## src/rtl/mipi_csi_pkg.sv

```systemverilog
// Shared definitions for the CSI-2 packet parser.
// No ports. Provides data type codes, CRC constants, the parser state enum
// and the header ECC function.
package mipi_csi_pkg;

   localparam logic [5:0] DT_FS        = 6'h00;
   localparam logic [5:0] DT_FE        = 6'h01;
   localparam logic [5:0] DT_LS        = 6'h02;
   localparam logic [5:0] DT_LE        = 6'h03;
   localparam logic [5:0] DT_SHORT_MAX = 6'h0F;
   localparam logic [5:0] DT_RAW8      = 6'h2A;
   localparam logic [5:0] DT_RAW10     = 6'h2B;

   localparam logic [15:0] CRC_POLY_REFL = 16'h8408;
   localparam logic [15:0] CRC_INIT      = 16'hFFFF;

   typedef enum logic [2:0] {
      ST_IDLE,
      ST_HDR,
      ST_PAYLOAD,
      ST_CRC,
      ST_DRAIN
   } state_t;

   // CSI-2 header ECC over D[23:0] = {WC_MSB, WC_LSB, DI}; bits 7:6 are always 0.
   function automatic logic [7:0] csi_ecc(input logic [23:0] d);
      logic [7:0] e;
      e    = '0;
      e[0] = d[0]^d[1]^d[2]^d[4]^d[5]^d[7]^d[10]^d[11]^d[13]^d[16]^d[20]^d[21]^d[22]^d[23];
      e[1] = d[0]^d[1]^d[3]^d[4]^d[6]^d[8]^d[10]^d[12]^d[14]^d[17]^d[20]^d[21]^d[22]^d[23];
      e[2] = d[0]^d[2]^d[3]^d[5]^d[6]^d[9]^d[11]^d[12]^d[15]^d[18]^d[20]^d[21]^d[22];
      e[3] = d[1]^d[2]^d[3]^d[7]^d[8]^d[9]^d[13]^d[14]^d[15]^d[19]^d[20]^d[21]^d[23];
      e[4] = d[4]^d[5]^d[6]^d[7]^d[8]^d[9]^d[16]^d[17]^d[18]^d[19]^d[20]^d[22]^d[23];
      e[5] = d[10]^d[11]^d[12]^d[13]^d[14]^d[15]^d[16]^d[17]^d[18]^d[19]^d[21]^d[22]^d[23];
      return e;
   endfunction

endpackage

```

## src/rtl/mipi_csi_pkt_parser_if.sv

```systemverilog
// Byte stream in and parsed header / payload / status out of the CSI-2 parser.
// Ports: in_we/in_data from the deserializer; hdr_*, fs/fe/ls/le, pay_*,
// pkt_done/crc_err, ecc_err, trunc_err toward the unpacker. No backpressure.
interface mipi_csi_pkt_parser_if;

   logic        in_we;
   logic [7:0]  in_data;
   logic        hdr_valid;
   logic [1:0]  hdr_vc;
   logic [5:0]  hdr_dt;
   logic [15:0] hdr_wc;
   logic        fs;
   logic        fe;
   logic        ls;
   logic        le;
   logic        pay_valid;
   logic [7:0]  pay_data;
   logic        pay_first;
   logic        pay_last;
   logic        pkt_done;
   logic        crc_err;
   logic        ecc_err;
   logic        trunc_err;

   // Byte source side (deserializer / bench).
   modport master (
      output in_we, in_data,
      input  hdr_valid, hdr_vc, hdr_dt, hdr_wc, fs, fe, ls, le,
      input  pay_valid, pay_data, pay_first, pay_last,
      input  pkt_done, crc_err, ecc_err, trunc_err
   );

   // Parser side.
   modport slave (
      input  in_we, in_data,
      output hdr_valid, hdr_vc, hdr_dt, hdr_wc, fs, fe, ls, le,
      output pay_valid, pay_data, pay_first, pay_last,
      output pkt_done, crc_err, ecc_err, trunc_err
   );

endinterface

```

## src/rtl/mipi_csi_crc16.sv

```systemverilog
// Byte-wide CRC-16 (reflected poly 0x8408) next-state, purely combinational.
// Ports: crc_in current CRC, data byte (consumed LSB first), crc_out next CRC.
// Zero latency; no flow control.
module mipi_csi_crc16
   import mipi_csi_pkg::*;
(
   input  logic [15:0] crc_in,
   input  logic [7:0]  data,
   output logic [15:0] crc_out
);

   logic [15:0] c;

   always_comb begin
      c = crc_in;
      for (int i = 0; i < 8; i++) begin
         if (c[0] ^ data[i]) c = (c >> 1) ^ CRC_POLY_REFL;
         else                c = c >> 1;
      end
      crc_out = c;
   end

endmodule

```

## src/rtl/mipi_csi_pkt_parser.sv

```systemverilog
// CSI-2 packet parser: header/ECC check, short-packet sync pulses, payload
// streaming with first/last markers and payload CRC check.
// Ports: clk, resetb (async active-low), bus (slave modport). All outputs are
// registered, 1 cycle after the accepted byte; no backpressure on the input.
module mipi_csi_pkt_parser
   import mipi_csi_pkg::*;
#(
   parameter bit CHECK_ECC = 1'b1,
   parameter bit CHECK_CRC = 1'b1
)(
   input  logic                        clk,
   input  logic                        resetb,
   mipi_csi_pkt_parser_if.slave        bus
);

   state_t      state, state_nxt;
   logic [7:0]  di;
   logic [7:0]  wc_lsb;
   logic [15:0] wc;
   logic [1:0]  cnt;        // header byte index, reused as CRC byte index
   logic [15:0] remaining;
   logic [15:0] crc;
   logic [15:0] crc_nxt;
   logic [7:0]  crc_lsb;

   logic        we;
   logic [7:0]  din;
   logic        ecc_ok;
   logic        hdr_accept;
   logic        is_short;

   logic        hdr_valid_n, fs_n, fe_n, ls_n, le_n;
   logic [1:0]  hdr_vc_n;
   logic [5:0]  hdr_dt_n;
   logic [15:0] hdr_wc_n;
   logic        pay_valid_n, pay_first_n, pay_last_n;
   logic [7:0]  pay_data_n;
   logic        pkt_done_n, crc_err_n, ecc_err_n, trunc_err_n;

   assign we  = bus.in_we;
   assign din = bus.in_data;

   // WC MSB is latched the cycle before the ECC byte, so the full header is in flops here.
   assign ecc_ok     = (csi_ecc({wc, di}) == din);
   assign hdr_accept = ecc_ok || !CHECK_ECC;
   assign is_short   = (di[5:0] <= DT_SHORT_MAX);

   mipi_csi_crc16 u_crc (
      .crc_in  (crc),
      .data    (din),
      .crc_out (crc_nxt)
   );

   // State register
   always_ff @(posedge clk or negedge resetb) begin
      if (!resetb) state <= ST_IDLE;
      else         state <= state_nxt;
   end

   // Next-state logic
   always_comb begin
      state_nxt = state;
      unique case (state)
         ST_IDLE:    if (we) state_nxt = ST_HDR;
         ST_HDR: begin
            if (!we)
               state_nxt = ST_IDLE;
            else if (cnt == 2'd3) begin
               if (!hdr_accept || is_short) state_nxt = ST_DRAIN;
               else if (wc == 16'd0)        state_nxt = ST_CRC;
               else                         state_nxt = ST_PAYLOAD;
            end
         end
         ST_PAYLOAD: begin
            if (!we)                      state_nxt = ST_IDLE;
            else if (remaining == 16'd1)  state_nxt = ST_CRC;
         end
         ST_CRC: begin
            if (!we)               state_nxt = ST_IDLE;
            else if (cnt == 2'd1)  state_nxt = ST_DRAIN;
         end
         ST_DRAIN:   if (!we) state_nxt = ST_IDLE;
         default:    state_nxt = ST_IDLE;
      endcase
   end

   // Output decode (registered below)
   always_comb begin
      hdr_valid_n = 1'b0;
      hdr_vc_n    = '0;
      hdr_dt_n    = '0;
      hdr_wc_n    = '0;
      fs_n        = 1'b0;
      fe_n        = 1'b0;
      ls_n        = 1'b0;
      le_n        = 1'b0;
      pay_valid_n = 1'b0;
      pay_data_n  = '0;
      pay_first_n = 1'b0;
      pay_last_n  = 1'b0;
      pkt_done_n  = 1'b0;
      crc_err_n   = 1'b0;
      ecc_err_n   = 1'b0;
      trunc_err_n = 1'b0;
      unique case (state)
         ST_HDR: begin
            if (!we)
               trunc_err_n = 1'b1;
            else if (cnt == 2'd3) begin
               ecc_err_n = !ecc_ok;
               if (hdr_accept) begin
                  hdr_valid_n = 1'b1;
                  hdr_vc_n    = di[7:6];
                  hdr_dt_n    = di[5:0];
                  hdr_wc_n    = wc;
                  fs_n        = (di[5:0] == DT_FS);
                  fe_n        = (di[5:0] == DT_FE);
                  ls_n        = (di[5:0] == DT_LS);
                  le_n        = (di[5:0] == DT_LE);
               end
            end
         end
         ST_PAYLOAD: begin
            if (!we)
               trunc_err_n = 1'b1;
            else begin
               pay_valid_n = 1'b1;
               pay_data_n  = din;
               pay_first_n = (remaining == wc);
               pay_last_n  = (remaining == 16'd1);
            end
         end
         ST_CRC: begin
            if (!we)
               trunc_err_n = 1'b1;
            else if (cnt == 2'd1) begin
               pkt_done_n = 1'b1;
               crc_err_n  = CHECK_CRC && ({din, crc_lsb} != crc);
            end
         end
         default: ;
      endcase
   end

   // Header / payload datapath
   always_ff @(posedge clk or negedge resetb) begin
      if (!resetb) begin
         di        <= '0;
         wc_lsb    <= '0;
         wc        <= '0;
         cnt       <= '0;
         remaining <= '0;
         crc       <= '0;
         crc_lsb   <= '0;
      end else if (we) begin
         unique case (state)
            ST_IDLE: begin
               di  <= din;
               cnt <= 2'd1;
            end
            ST_HDR: begin
               unique case (cnt)
                  2'd1: begin wc_lsb <= din;            cnt <= 2'd2; end
                  2'd2: begin wc     <= {din, wc_lsb};  cnt <= 2'd3; end
                  2'd3: begin
                     crc       <= CRC_INIT;
                     remaining <= wc;
                     cnt       <= 2'd0;
                  end
                  default: cnt <= 2'd0;
               endcase
            end
            ST_PAYLOAD: begin
               crc       <= crc_nxt;
               remaining <= remaining - 16'd1;
            end
            ST_CRC: begin
               if (cnt == 2'd0) begin
                  crc_lsb <= din;
                  cnt     <= 2'd1;
               end else begin
                  cnt     <= 2'd0;
               end
            end
            default: ;
         endcase
      end
   end

   // Output registers
   always_ff @(posedge clk or negedge resetb) begin
      if (!resetb) begin
         bus.hdr_valid <= 1'b0;
         bus.hdr_vc    <= '0;
         bus.hdr_dt    <= '0;
         bus.hdr_wc    <= '0;
         bus.fs        <= 1'b0;
         bus.fe        <= 1'b0;
         bus.ls        <= 1'b0;
         bus.le        <= 1'b0;
         bus.pay_valid <= 1'b0;
         bus.pay_data  <= '0;
         bus.pay_first <= 1'b0;
         bus.pay_last  <= 1'b0;
         bus.pkt_done  <= 1'b0;
         bus.crc_err   <= 1'b0;
         bus.ecc_err   <= 1'b0;
         bus.trunc_err <= 1'b0;
      end else begin
         bus.hdr_valid <= hdr_valid_n;
         bus.hdr_vc    <= hdr_vc_n;
         bus.hdr_dt    <= hdr_dt_n;
         bus.hdr_wc    <= hdr_wc_n;
         bus.fs        <= fs_n;
         bus.fe        <= fe_n;
         bus.ls        <= ls_n;
         bus.le        <= le_n;
         bus.pay_valid <= pay_valid_n;
         bus.pay_data  <= pay_data_n;
         bus.pay_first <= pay_first_n;
         bus.pay_last  <= pay_last_n;
         bus.pkt_done  <= pkt_done_n;
         bus.crc_err   <= crc_err_n;
         bus.ecc_err   <= ecc_err_n;
         bus.trunc_err <= trunc_err_n;
      end
   end

endmodule
```

## src/flat_wrapper.sv

```systemverilog
// flat-port wrapper written by rule: the top's interface ports become plain ports
module mipi_csi_pkt_parser_flat import mipi_csi_pkg::*;
#(
   parameter bit CHECK_ECC = 1'b1,
   parameter bit CHECK_CRC = 1'b1
)
  (clk, resetb, bus_in_we, bus_in_data, bus_hdr_valid, bus_hdr_vc, bus_hdr_dt, bus_hdr_wc, bus_fs, bus_fe, bus_ls, bus_le, bus_pay_valid, bus_pay_data, bus_pay_first, bus_pay_last, bus_pkt_done, bus_crc_err, bus_ecc_err, bus_trunc_err);
  mipi_csi_pkt_parser_if bus_i ();
  input  logic clk;
  input  logic resetb;
  input wire logic [$bits(bus_i.in_we)-1:0] bus_in_we;
  input wire logic [$bits(bus_i.in_data)-1:0] bus_in_data;
  output wire logic [$bits(bus_i.hdr_valid)-1:0] bus_hdr_valid;
  output wire logic [$bits(bus_i.hdr_vc)-1:0] bus_hdr_vc;
  output wire logic [$bits(bus_i.hdr_dt)-1:0] bus_hdr_dt;
  output wire logic [$bits(bus_i.hdr_wc)-1:0] bus_hdr_wc;
  output wire logic [$bits(bus_i.fs)-1:0] bus_fs;
  output wire logic [$bits(bus_i.fe)-1:0] bus_fe;
  output wire logic [$bits(bus_i.ls)-1:0] bus_ls;
  output wire logic [$bits(bus_i.le)-1:0] bus_le;
  output wire logic [$bits(bus_i.pay_valid)-1:0] bus_pay_valid;
  output wire logic [$bits(bus_i.pay_data)-1:0] bus_pay_data;
  output wire logic [$bits(bus_i.pay_first)-1:0] bus_pay_first;
  output wire logic [$bits(bus_i.pay_last)-1:0] bus_pay_last;
  output wire logic [$bits(bus_i.pkt_done)-1:0] bus_pkt_done;
  output wire logic [$bits(bus_i.crc_err)-1:0] bus_crc_err;
  output wire logic [$bits(bus_i.ecc_err)-1:0] bus_ecc_err;
  output wire logic [$bits(bus_i.trunc_err)-1:0] bus_trunc_err;
  assign bus_i.in_we = bus_in_we;
  assign bus_i.in_data = bus_in_data;
  assign bus_hdr_valid = bus_i.hdr_valid;
  assign bus_hdr_vc = bus_i.hdr_vc;
  assign bus_hdr_dt = bus_i.hdr_dt;
  assign bus_hdr_wc = bus_i.hdr_wc;
  assign bus_fs = bus_i.fs;
  assign bus_fe = bus_i.fe;
  assign bus_ls = bus_i.ls;
  assign bus_le = bus_i.le;
  assign bus_pay_valid = bus_i.pay_valid;
  assign bus_pay_data = bus_i.pay_data;
  assign bus_pay_first = bus_i.pay_first;
  assign bus_pay_last = bus_i.pay_last;
  assign bus_pkt_done = bus_i.pkt_done;
  assign bus_crc_err = bus_i.crc_err;
  assign bus_ecc_err = bus_i.ecc_err;
  assign bus_trunc_err = bus_i.trunc_err;
  mipi_csi_pkt_parser #(.CHECK_ECC(CHECK_ECC), .CHECK_CRC(CHECK_CRC)) u_core (.clk(clk), .resetb(resetb), .bus(bus_i));
endmodule
```

## config.mk

```make
export PLATFORM = sky130hd
export DESIGN_NAME = mipi_csi_pkt_parser_flat
export DESIGN_NICKNAME = d
export VERILOG_FILES = /design/src/rtl/mipi_csi_pkg.sv /design/src/rtl/mipi_csi_pkt_parser_if.sv /design/src/rtl/mipi_csi_crc16.sv /design/src/rtl/mipi_csi_pkt_parser.sv /design/src/flat_wrapper.sv
export SDC_FILE = /design/constraint.sdc
export NUM_CORES = 1
export LEC_CHECK = 0
export ABC_CLOCK_PERIOD_IN_PS = 3000
export CORE_MARGIN = 1.5
export CORE_UTILIZATION = 52
export CTS_BUF_LIST = sky130_fd_sc_hd__clkbuf_8 sky130_fd_sc_hd__clkbuf_16
export DETAILED_ROUTE_END_ITERATION = 10
export PLACE_DENSITY = 0.78
export SYNTH_ARGS = -nofsm -noshare
export SYNTH_HDL_FRONTEND = slang
export SYNTH_SLANG_ARGS = --single-unit
```

## constraint.sdc

```tcl
create_clock -name clk -period 3 [get_ports clk]
set_input_delay 0.6 -clock clk [delete_from_list [all_inputs] [get_ports clk]]
set_output_delay 0.6 -clock clk [all_outputs]
set_load 0.05 [all_outputs]
```

# == Word level (Yosys, flattened, before mapping) ==
# Cells that the tools add are included.
# totals
ff_bits,121
input_bits,11
output_inout_bits,44
wordCells,228
# classes
add_sub_neg,1
order_cmp,1
eq_ne,20
mux,77
bitwise_logic,89
reduce_logical,16
# ops
cell,n
$mux 16,14
$xor 1x1->1,81
$pmux 16 s2,2
$mux 1,39
$mux 3,9
$mux 6,4
$not 2->3,8
$eq 16x1->1 const B,1
$eq 16x16->1,1
$logic_not 16->1,1
$mux 8,2
$ne 16x16->1,1
$sub 16x1->16 const B,1
$pmux 3 s5,1
$eq 6x2->1 const B,2
$reduce_and 3->1,4
$ne 3x2->1 const B,3
$eq 6x8->1,1
$mux 2,4
$eq 3x2->1 const B,2
$eq 6x1->1 const B,1
$le 6x4->1 const B,1
$logic_not 6->1,1
$pmux 2 s3,1
other kinds (16),19

# == Depth between registers and ports, before layout ==
# Gate-level depths: netlist (run 1).
# logic_depth
word_depth,20
depth_mapped,10
ltp_nobuf,8

# == Hierarchy ==
# Synthesis (run 1) repeated with hierarchy kept, for this count alone.
# unflattened
cells_unflattened,620
hier_area_um2,6396.1
# modules_own_cells
module,n_inst,cells_each,area_per_inst_um2,seq_area_each_um2
mipi_csi_pkt_parser,1,595,6023.3,3027.9
mipi_csi_crc16,1,25,372.9,0.0

# == Worst setup path before layout (run 1) ==
# Ideal clock, no wire load.
# synth_path
path_type,flip-flop to flip-flop
from,register u_core.di[0]
to,register u_core.bus.hdr_wc[7]
arrival_time_ns,3.011
required_time_ns,2.934
setup_slack_ns,-0.077
stages_incl_launch_ff,11
path_buffers,2
cell_sequence,dfrtp_1 -> inv_1 -> ha_1 -> xnor3_1 -> xnor3_1 -> xnor3_1 -> or4_4 -> a2111oi_4 -> buf_4 -> buf_6 -> and2_1
# synth_via
elab_chain_cells,18
word_cells_on_any_way,42
# synth_rtl
element,line_no,rtl
"start, declared",mipi_csi_pkt_parser.sv:17,logic [7:0] di;
"start signal, assigned",mipi_csi_pkt_parser.sv:158,di <= din;
$xor 1x1->1,"mipi_csi_pkg.sv:29, mipi_csi_pkg.sv:30",
"$xor 1x1->1, on equally long branches (12 in series)","mipi_csi_pkg.sv:29, mipi_csi_pkg.sv:30",
$eq 6x8->1 *,mipi_csi_pkt_parser.sv:44,"assign ecc_ok = (csi_ecc({wc, di}) == din);"
$mux 16 *,mipi_csi_pkt_parser.sv:111,if (hdr_accept) begin
$mux 16 *,mipi_csi_pkt_parser.sv:109,else if (cnt == 2'd3) begin
$mux 16 *,mipi_csi_pkt_parser.sv:107,if (!we)
$mux 16 *,mipi_csi_pkt_parser.sv:105,unique case (state)
net u_core.hdr_wc_n[7],mipi_csi_pkt_parser.sv:35,logic [15:0] hdr_wc_n;
"end signal, assigned",mipi_csi_pkt_parser.sv:213,bus.hdr_wc <= hdr_wc_n;
"end, declared",mipi_csi_pkt_parser_if.sv:36,"output hdr_valid, hdr_vc, hdr_dt, hdr_wc, fs, fe, ls, le,"
# Mark *: on every way through the listed nets, which the timed path passes. The rest lies on a longest branch.
# A chain may end at the register's enable or synchronous reset.

# == Worst setup path in the final report (run 1) ==
# layout_path
from,register u_core.wc[15]
to,register u_core.bus.ls
# layout_via
elab_chain_cells,6
word_cells_on_any_way,10
# layout_rtl
element,line_no,rtl
"start, declared",mipi_csi_pkt_parser.sv:19,logic [15:0] wc;
"start signal, assigned",mipi_csi_pkt_parser.sv:150,wc <= '0;
"start signal, assigned",mipi_csi_pkt_parser.sv:164,"2'd2: begin wc <= {din, wc_lsb}; cnt <= 2'd3; end"
"$xor 1x1->1, on equally long branches",n/a,
$eq 6x8->1 *,mipi_csi_pkt_parser.sv:44,
$mux 1 *,mipi_csi_pkt_parser.sv:111,
$mux 1 *,mipi_csi_pkt_parser.sv:109,
$mux 1 *,mipi_csi_pkt_parser.sv:107,
$mux 1 *,mipi_csi_pkt_parser.sv:105,
net u_core.ls_n,mipi_csi_pkt_parser.sv:32,"logic hdr_valid_n, fs_n, fe_n, ls_n, le_n;"
"end signal, assigned",mipi_csi_pkt_parser.sv:216,bus.ls <= ls_n;
"end, declared",mipi_csi_pkt_parser_if.sv:36,
# Marked as above.

==> summary.md, run 1 <==
| Metric | Value |
|---|---|
| Status | `finished with violations` |
| Failing checks | `design-rule violations` |
| Max-Cap Viols | `0` |
| Initial Utilization | `53.8%` |
| CP endpoint kind | `register` |
| Yosys warning count | `0` |
| Boundary Pins | `55` |
| TritonCTS buffer count | `17` |
| FF+latch count, synth | `121` |
| Top cells by count, synth | `dfrtp_1 (121), xnor2_1 (46), nand2_1 (41)` |
| Hold/Removal Path Class | `primary input to async pin` |
| Leakage | `0.00347 uW` |
| Mapped Area | `0.00620 sq mm` |
| F_max | `344 MHz` |
| Gate power share | `45.7%` |
| DRC | `2` |
| Area of the multi-input gates | `0.00295 sq mm` |
| Clk buf depth | `2` |
| Htree depth | `4` |
| Clock sinks | `121` |
| Post-layout min period | `2910 ps` |
| Vias per inst | `5.81` |
| Pwr per Cell Area | `1140 mW/mm^2` |
| Crit Path Max Fanout | `7` |
| Gr usage total | `26.8%` |
| Fin nets | `659` |
| Synth unique cells | `46` |
| Syn_area_per_cell | `11.0 sq um` |
| GR Overflow Total | `0` |
| RePlAce Congestion | `0.894` |
| Remaining antenna violation count | `0` |
| Routed length per instance | `19.8 microns` |
| Final hold violations | `0` |
| Mapped Cells | `566` |
| Worst R2R Setup Slack | `90 ps` |
| # port buffers | `54` |
| Switching pwr | `3190 uW` |
| Clock slew at reported path FFs | `50 ps` |
| Final Slew Violations | `0` |
| Critical Path AT | `3260 ps` |
| Post-synth EDFFs | `0` |
| Switch share | `36.3%` |
| Routed vias | `4593` |
| Top_reg_cell synth | `dfrtp_1` |
| Largest net degree at the start of global routing | `54` |
| Synth async-reset ratio | `100%` |
| Number of diodes | `0` |
| RSZ-0062 raised after global routing | `false` |
| Startpoint types | `register` |
| First-pass GRT wire length | `25500 microns` |
| WL final | `15700 microns` |
| Maximum vdd drop | `0.678 mV` |
| Hpwl dp | `10700 microns` |
| Clock share of power | `24.8%` |
| Critical Path RT | `3360 ps` |
| FF-to-FF Start | `u_core.wc[15]` |
| Final clock skew | `7.38 ps` |
| DR iter-0 viols | `414` |
| Core area | `0.0115 sq mm` |
| Post-Route M1 WL | `6440 microns` |
| Pint | `5610 uW` |
| Area Growth Syn to Fin | `24.3%` |
| Fin util | `66.9%` |
| Die Span Y | `112 microns` |
| CP Class | `register to register` |
| Final Cycle Share | `96.9%` |
| Root Driver | `clkbuf_16` |
| FILL cells | `845` |
| R2R Path End | `u_core.bus.ls` |
| Post-Syn Nets | `590` |
| Die X-Extent | `112 microns` |
| CTS tree | `done` |
| Register area share after synthesis | `48.8%` |
| Top-count cell post-synth | `dfrtp_1` |
| Largest area contributor in the netlist | `dfrtp_1` |
| Initial antenna violation count | `0` |
| Worst Max-Slew Pin Slew | `755 ps` |
| Reg area | `0.00303 sq mm` |
| Post-synth top area share | `48.8%` |
| R2r worst-path depth | `7` |
| Share of layout cells above drive strength 1 | `17.6%` |
| Worst rel slew slack | `49.6%` |
| Vias in the first global route | `4839` |
| Total power | `8810 uW` |
| Final setup viols | `0` |
| Routed wl met2 | `7830 microns` |
| Die area | `0.0126 sq mm` |
| Top Metal Used | `met4` |
| Worst-skew pair later-pin latency | `430 ps` |
| Row count | `39` |
| Met3 WL | `950 microns` |
| 1st-pass router iterations | `10` |
| Seq pwr share | `29.6%` |
| Top cells by area, synth | `dfrtp_1 (49%), mux2_2 (6.5%), xnor2_1 (6.5%)` |
-- power groups by stage --
stage / Clock [uW] / Combinational (uW) / Sequential, uW
floorplan: 0 / 3120 / 2380
global placement: 0 / 3750 / 2570
detailed placement: 0 / 3880 / 2600
CTS: 2190 / 3970 / 2580
global route: 2270 / 4280 / 2660
finish: 2180 / 4020 / 2600
-- critical path: stages (launching register included) --
cell and delay [ps]:
dfrtp_1 510, xnor2_1 200, xnor2_1 410, xnor3_1 490
or4_4 450, a2111oi_4 350, buf_4 220, and4b_1 200
-- cell usage in the layout, fill, tap and decap left out, drive strengths merged, types with 21 or more instances in the layout --
cell type	instances
a21oi	28
and2	34
buf	43
clkbuf	21
clkdlybuf4s50	53
dfrtp	121
mux2	36
nand2	41
nor3	23
o21ai	25
xnor2	46
xor2	36
-- final cells by class --
type | count | share of cell area (%)
Multi-Input combinational cell | 387 | 38.3
Timing Repair Buffer | 96 | 11.3
Clock inverter | 11 | 1.97
Tap cell | 143 | 2.32
Inverter | 12 | 0.585
Clock buffer | 21 | 6.24
Sequential cell | 121 | 39.3
-- what timing repair did --
item | CTS | global route
pin swaps | 3 | 0
hold buffers | 0 | 0
endpoints found under the setup margin | 28 | 5
hold endpoints to repair | 0 | 0
resized for setup | 2 | 3
gates cloned | 1 | 0
buffers inserted | 0 | 0
-- how the worst max path moves through the flow --
stage                        start                   end  slack [ps]
global placement    bus_in_data[4]         u_core.bus.le        -380
finish               u_core.wc[15]         u_core.bus.ls          90
CTS                   u_core.di[0]  u_core.bus.hdr_dt[0]         100
global route          u_core.di[0]         u_core.bus.ls          20
floorplan           bus_in_data[0]  u_core.bus.hdr_wc[7]          60
detailed placement  bus_in_data[4]  u_core.bus.hdr_wc[3]        -440
-- per-stage QoR --
| stage | TNS, ps | hold WS, ps | area (sq um) | setup slack [ps] | cells |
|---|---|---|---|---|---|
| detailed placement | -12430 | 495 | 7050 | -445 | 758 |
| floorplan | 0 | 304 | 6200 | 57.7 | 566 |
| global route | 0 | 216 | 7700 | 18.2 | 791 |
| finish | 0 | 169 | 7700 | 91.9 | 791 |
| global placement | -11060 | 483 | 7050 | -385 | 758 |
| CTS | 0 | 189 | 7690 | 97.6 | 791 |
-- sequential cells by signal (all words and copies together) (netlist names), 2 cells and up --
name,cells
u_core.bus.hdr_vc,2
u_core.wc,16
u_core.di,8
u_core.bus.pay_data,8
u_core.state,3
u_core.crc,16
u_core.bus.hdr_wc,16
u_core.crc_lsb,8
u_core.cnt,2
u_core.bus.hdr_dt,6
u_core.remaining,16
u_core.wc_lsb,8
-- cell families after synthesis --
family	after synthesis	share of synthesized area, %
xor+xnor	94	15.9
compound gates	73	7.25
flops	121	48.8
fa+ha+maj	13	2.62
simple gates	168	14.5
buf+inv	58	3.79
mux	39	7.02
-- routing by layer --
| metal | GRT usage [%] | vias to the layer above |
|---|---|---|
| li1 | - | 2071 |
| met2 | 44.0 | 163 |
| met3 | 7.88 | 38 |
| met1 | 33.5 | 2321 |
| met5 | 0 | - |
| met4 | 11.2 | 0 |
Power figures use the tool's default switching activity.
==> inputs of run 2 (changes only) <==
--- a/config.mk
+++ b/config.mk
@@ -11,6 +11,8 @@
 export CTS_BUF_LIST = sky130_fd_sc_hd__clkbuf_8 sky130_fd_sc_hd__clkbuf_16
 export DETAILED_ROUTE_END_ITERATION = 10
 export PLACE_DENSITY = 0.78
+export REMOVE_ABC_BUFFERS = 1
+export SETUP_SLACK_MARGIN = 0.05
 export SYNTH_ARGS = -nofsm -noshare
 export SYNTH_HDL_FRONTEND = slang
 export SYNTH_SLANG_ARGS = --single-unit
==> run 2 against run 1 <==
The flow still finishes with violations (design-rule violations). Flip-flop and latch count unchanged. Clock skew increased by 3.5 ps. First-iteration DRC count decreased by 9.4%. Register-to-register slack improved by 80 ps. Worst setup slack improved by 82 ps. Cell count increased by 0.76%. Combinational power decreased by 2%. Non-clock buffer count increased by 7. Core utilization increased by 0.51 points. Hold slack got worse by 63 ps. Sequential power increased by 2%. Fmax increased by 2.9%.
==> summary.md, run 2 (synthesized netlist as in run 1, its figures left out) <==
| Metric | Value |
|---|---|
| Status | `finished with violations` |
| Failing checks | `design-rule violations` |
| Critical Path AT | `3170 ps` |
| Initial antenna violation count | `0` |
| Pint | `5480 uW` |
| Share of layout cells above drive strength 1 | `19.1%` |
| Number of diodes | `0` |
| F_max | `354 MHz` |
| Critical-path cell with the highest stage delay | `or4_4` |
| Largest net degree at the start of global routing | `60` |
| Startpoint types | `register` |
| Worst Max-Slew Pin Slew | `577 ps` |
| 1st-pass router iterations | `10` |
| Die area | `0.0126 sq mm` |
| Switching pwr | `3110 uW` |
| Buf/Inv on CP | `3` |
| Boundary Pins | `55` |
| FILL cells | `829` |
| Worst Setup SP | `u_core.di[0]` |
| Most common cell after layout, fill and taps aside | `dfrtp_1` |
| Seq pwr share | `30.7%` |
| Leakage | `0.00349 uW` |
| Clock sinks | `121` |
| Worst rel slew slack | `61.2%` |
| Root Driver | `clkbuf_16` |
| Clock share of power | `23.3%` |
| Worst stage delay on the critical path | `450 ps` |
| Worst-skew pair later-pin latency | `410 ps` |
| FF-to-FF Start | `u_core.di[0]` |
| CP endpoint kind | `register` |
| CP Class | `register to register` |
| R2r worst-path depth | `10` |
| Vias per inst | `5.88` |
| Fin util | `67.4%` |
| RePlAce Congestion | `0.890` |
| Commonest cells after routing, fill and taps aside | `dfrtp_1 (120), clkdlybuf4s50_1 (53), buf_4 (46), xnor2_1 (43), nand2_1 (41)` |
| GR Overflow Total | `0` |
| Crit path capture | `u_core.bus.hdr_wc[13]` |
| DR iter-0 viols | `375` |
| Pwr per Cell Area | `1110 mW/mm^2` |
| Routed length per instance | `19.5 microns` |
| First-pass GRT wire length | `25000 microns` |
| Area Growth Syn to Fin | `25.2%` |
| Die Span Y | `112 microns` |
| Critical Path RT | `3350 ps` |
| Final Slew Violations | `0` |
| Gr usage total | `26.0%` |
| Hpwl dp | `10400 microns` |
| Final clock skew | `10.8 ps` |
| Post-layout min period | `2830 ps` |
| Clk buf depth | `2` |
| Stages on worst setup path | `10` |
| Htree depth | `4` |
| Maximum vdd drop | `0.690 mV` |
| WHS | `106 ps` |
| R2R Path End | `u_core.bus.hdr_wc[13]` |
| WL final | `15500 microns` |
| Critical path's top delay family | `XOR/XNOR gates` |
| Gate power share | `46.0%` |
| CTS tree | `done` |
| Vias in the first global route | `4712` |
| Fin nets | `666` |
| Core area | `0.0115 sq mm` |
| Crit path cell chain | `inv_1 > ha_1 > xnor3_1 > xnor3_1 > xnor3_1 > or4_4 > a2111oi_4 > buf_4 > bufbuf_16 > and2_1` |
| Final Cycle Share | `94.2%` |
| TritonCTS buffer count | `17` |
| # port buffers | `54` |
| Routed vias | `4688` |
| Initial Utilization | `53.8%` |
| Worst R2R Setup Slack | `170 ps` |
| Switch share | `36.2%` |
| RSZ-0062 raised after global routing | `false` |
| Row count | `39` |
| Max-Cap Viols | `0` |
| Hold/Removal Path Class | `primary input to async pin` |
| Final setup viols | `0` |
| Most frequent CP cell | `xnor3_1` |
| Clock slew at reported path FFs | `50 ps` |
| DRC | `2` |
| Die X-Extent | `112 microns` |
| Crit Path Max Fanout | `7` |
| Remaining antenna violation count | `0` |
| Final hold violations | `0` |
## run 2: changes by cell type in the layout (fill, tap and decap cells not counted), moves of 2 or more
| cell | delta |
|---|---|
| inv_2 | +2 |
| buf_4 | +6 |
| inv_1 | -4 |
| bufinv_16 | -2 |
## run 2: what timing repair did
item | in CTS | in global routing
setup endpoints to repair | 30 | 30
gates cloned | 2 | 0
pin swaps | 3 | 4
hold buffers | 0 | 0
resized for setup | 0 | 6
setup buffers | 2 | 1
## run 2: layer usage
metal / track usage [%] / routed length, microns / up-vias
li1: - / - / 2094
met1: 33.5 / 6350 / 2347
met2: 42.7 / 7770 / 219
met3: 7.99 / 1110 / 28
met4: 7.85 / 324 / 0
met5: 0 / 0 / -
## run 2: worst register-to-register path, cell delays in order (launching register included)
cell	delay (ps)
dfrtp_1	350
inv_1	60
ha_1	290
xnor3_1	240
xnor3_1	410
xnor3_1	190
or4_4	450
a2111oi_4	190
buf_4	190
bufbuf_16	260
and2_1	130
## run 2: final cells by class
type | instances | area, sq um | share of cell area [%]
sequential | 121 | 3030 | 39.0
clock inverter | 9 | 96.3 | 1.24
multi-input combinational | 387 | 2960 | 38.1
clock buffer | 22 | 494 | 6.37
inverter | 12 | 45.0 | 0.580
tap | 143 | 179 | 2.30
timing repair buffer | 103 | 960 | 12.4
## run 2: worst min path at each step
stage | end | startpoint | cells after the start
after floorplan | u_core.bus.crc_err | resetb | 0
after global placement | u_core.wc[5] | u_core.wc_lsb[5] | 1
after detailed placement | u_core.wc[7] | u_core.wc_lsb[7] | 1
after CTS | u_core.wc[15] | resetb | 1
after global routing | u_core.bus.hdr_valid | resetb | 1
final | u_core.bus.hdr_valid | resetb | 1
## run 2: through the flow
| stage | total power (uW) | setup WS, ps | area (sq um) | TNS (ps) | cells |
|---|---|---|---|---|---|
| 5_1_grt | 9070 | 39.5 | 7760 | 0 | 797 |
| 6_report | 8590 | 174 | 7760 | 0 | 797 |
| 3_5_place_dp | 6500 | -392 | 7080 | -10040 | 761 |
| 3_3_place_gp | 6360 | -360 | 7080 | -9540 | 761 |
| 4_1_cts | 8560 | 51.5 | 7730 | 0 | 796 |
| 2_1_floorplan | 5430 | -354 | 6010 | -8130 | 520 |
## run 2: power by group through the flow
stage | Combinational [uW] | Clock (uW) | Sequential (uW)
detailed placement | 3880 | 0 | 2620
global placement | 3770 | 0 | 2600
CTS | 3930 | 2030 | 2600
global route | 4280 | 2110 | 2690
floorplan | 2880 | 0 | 2550
finish | 3950 | 2000 | 2640
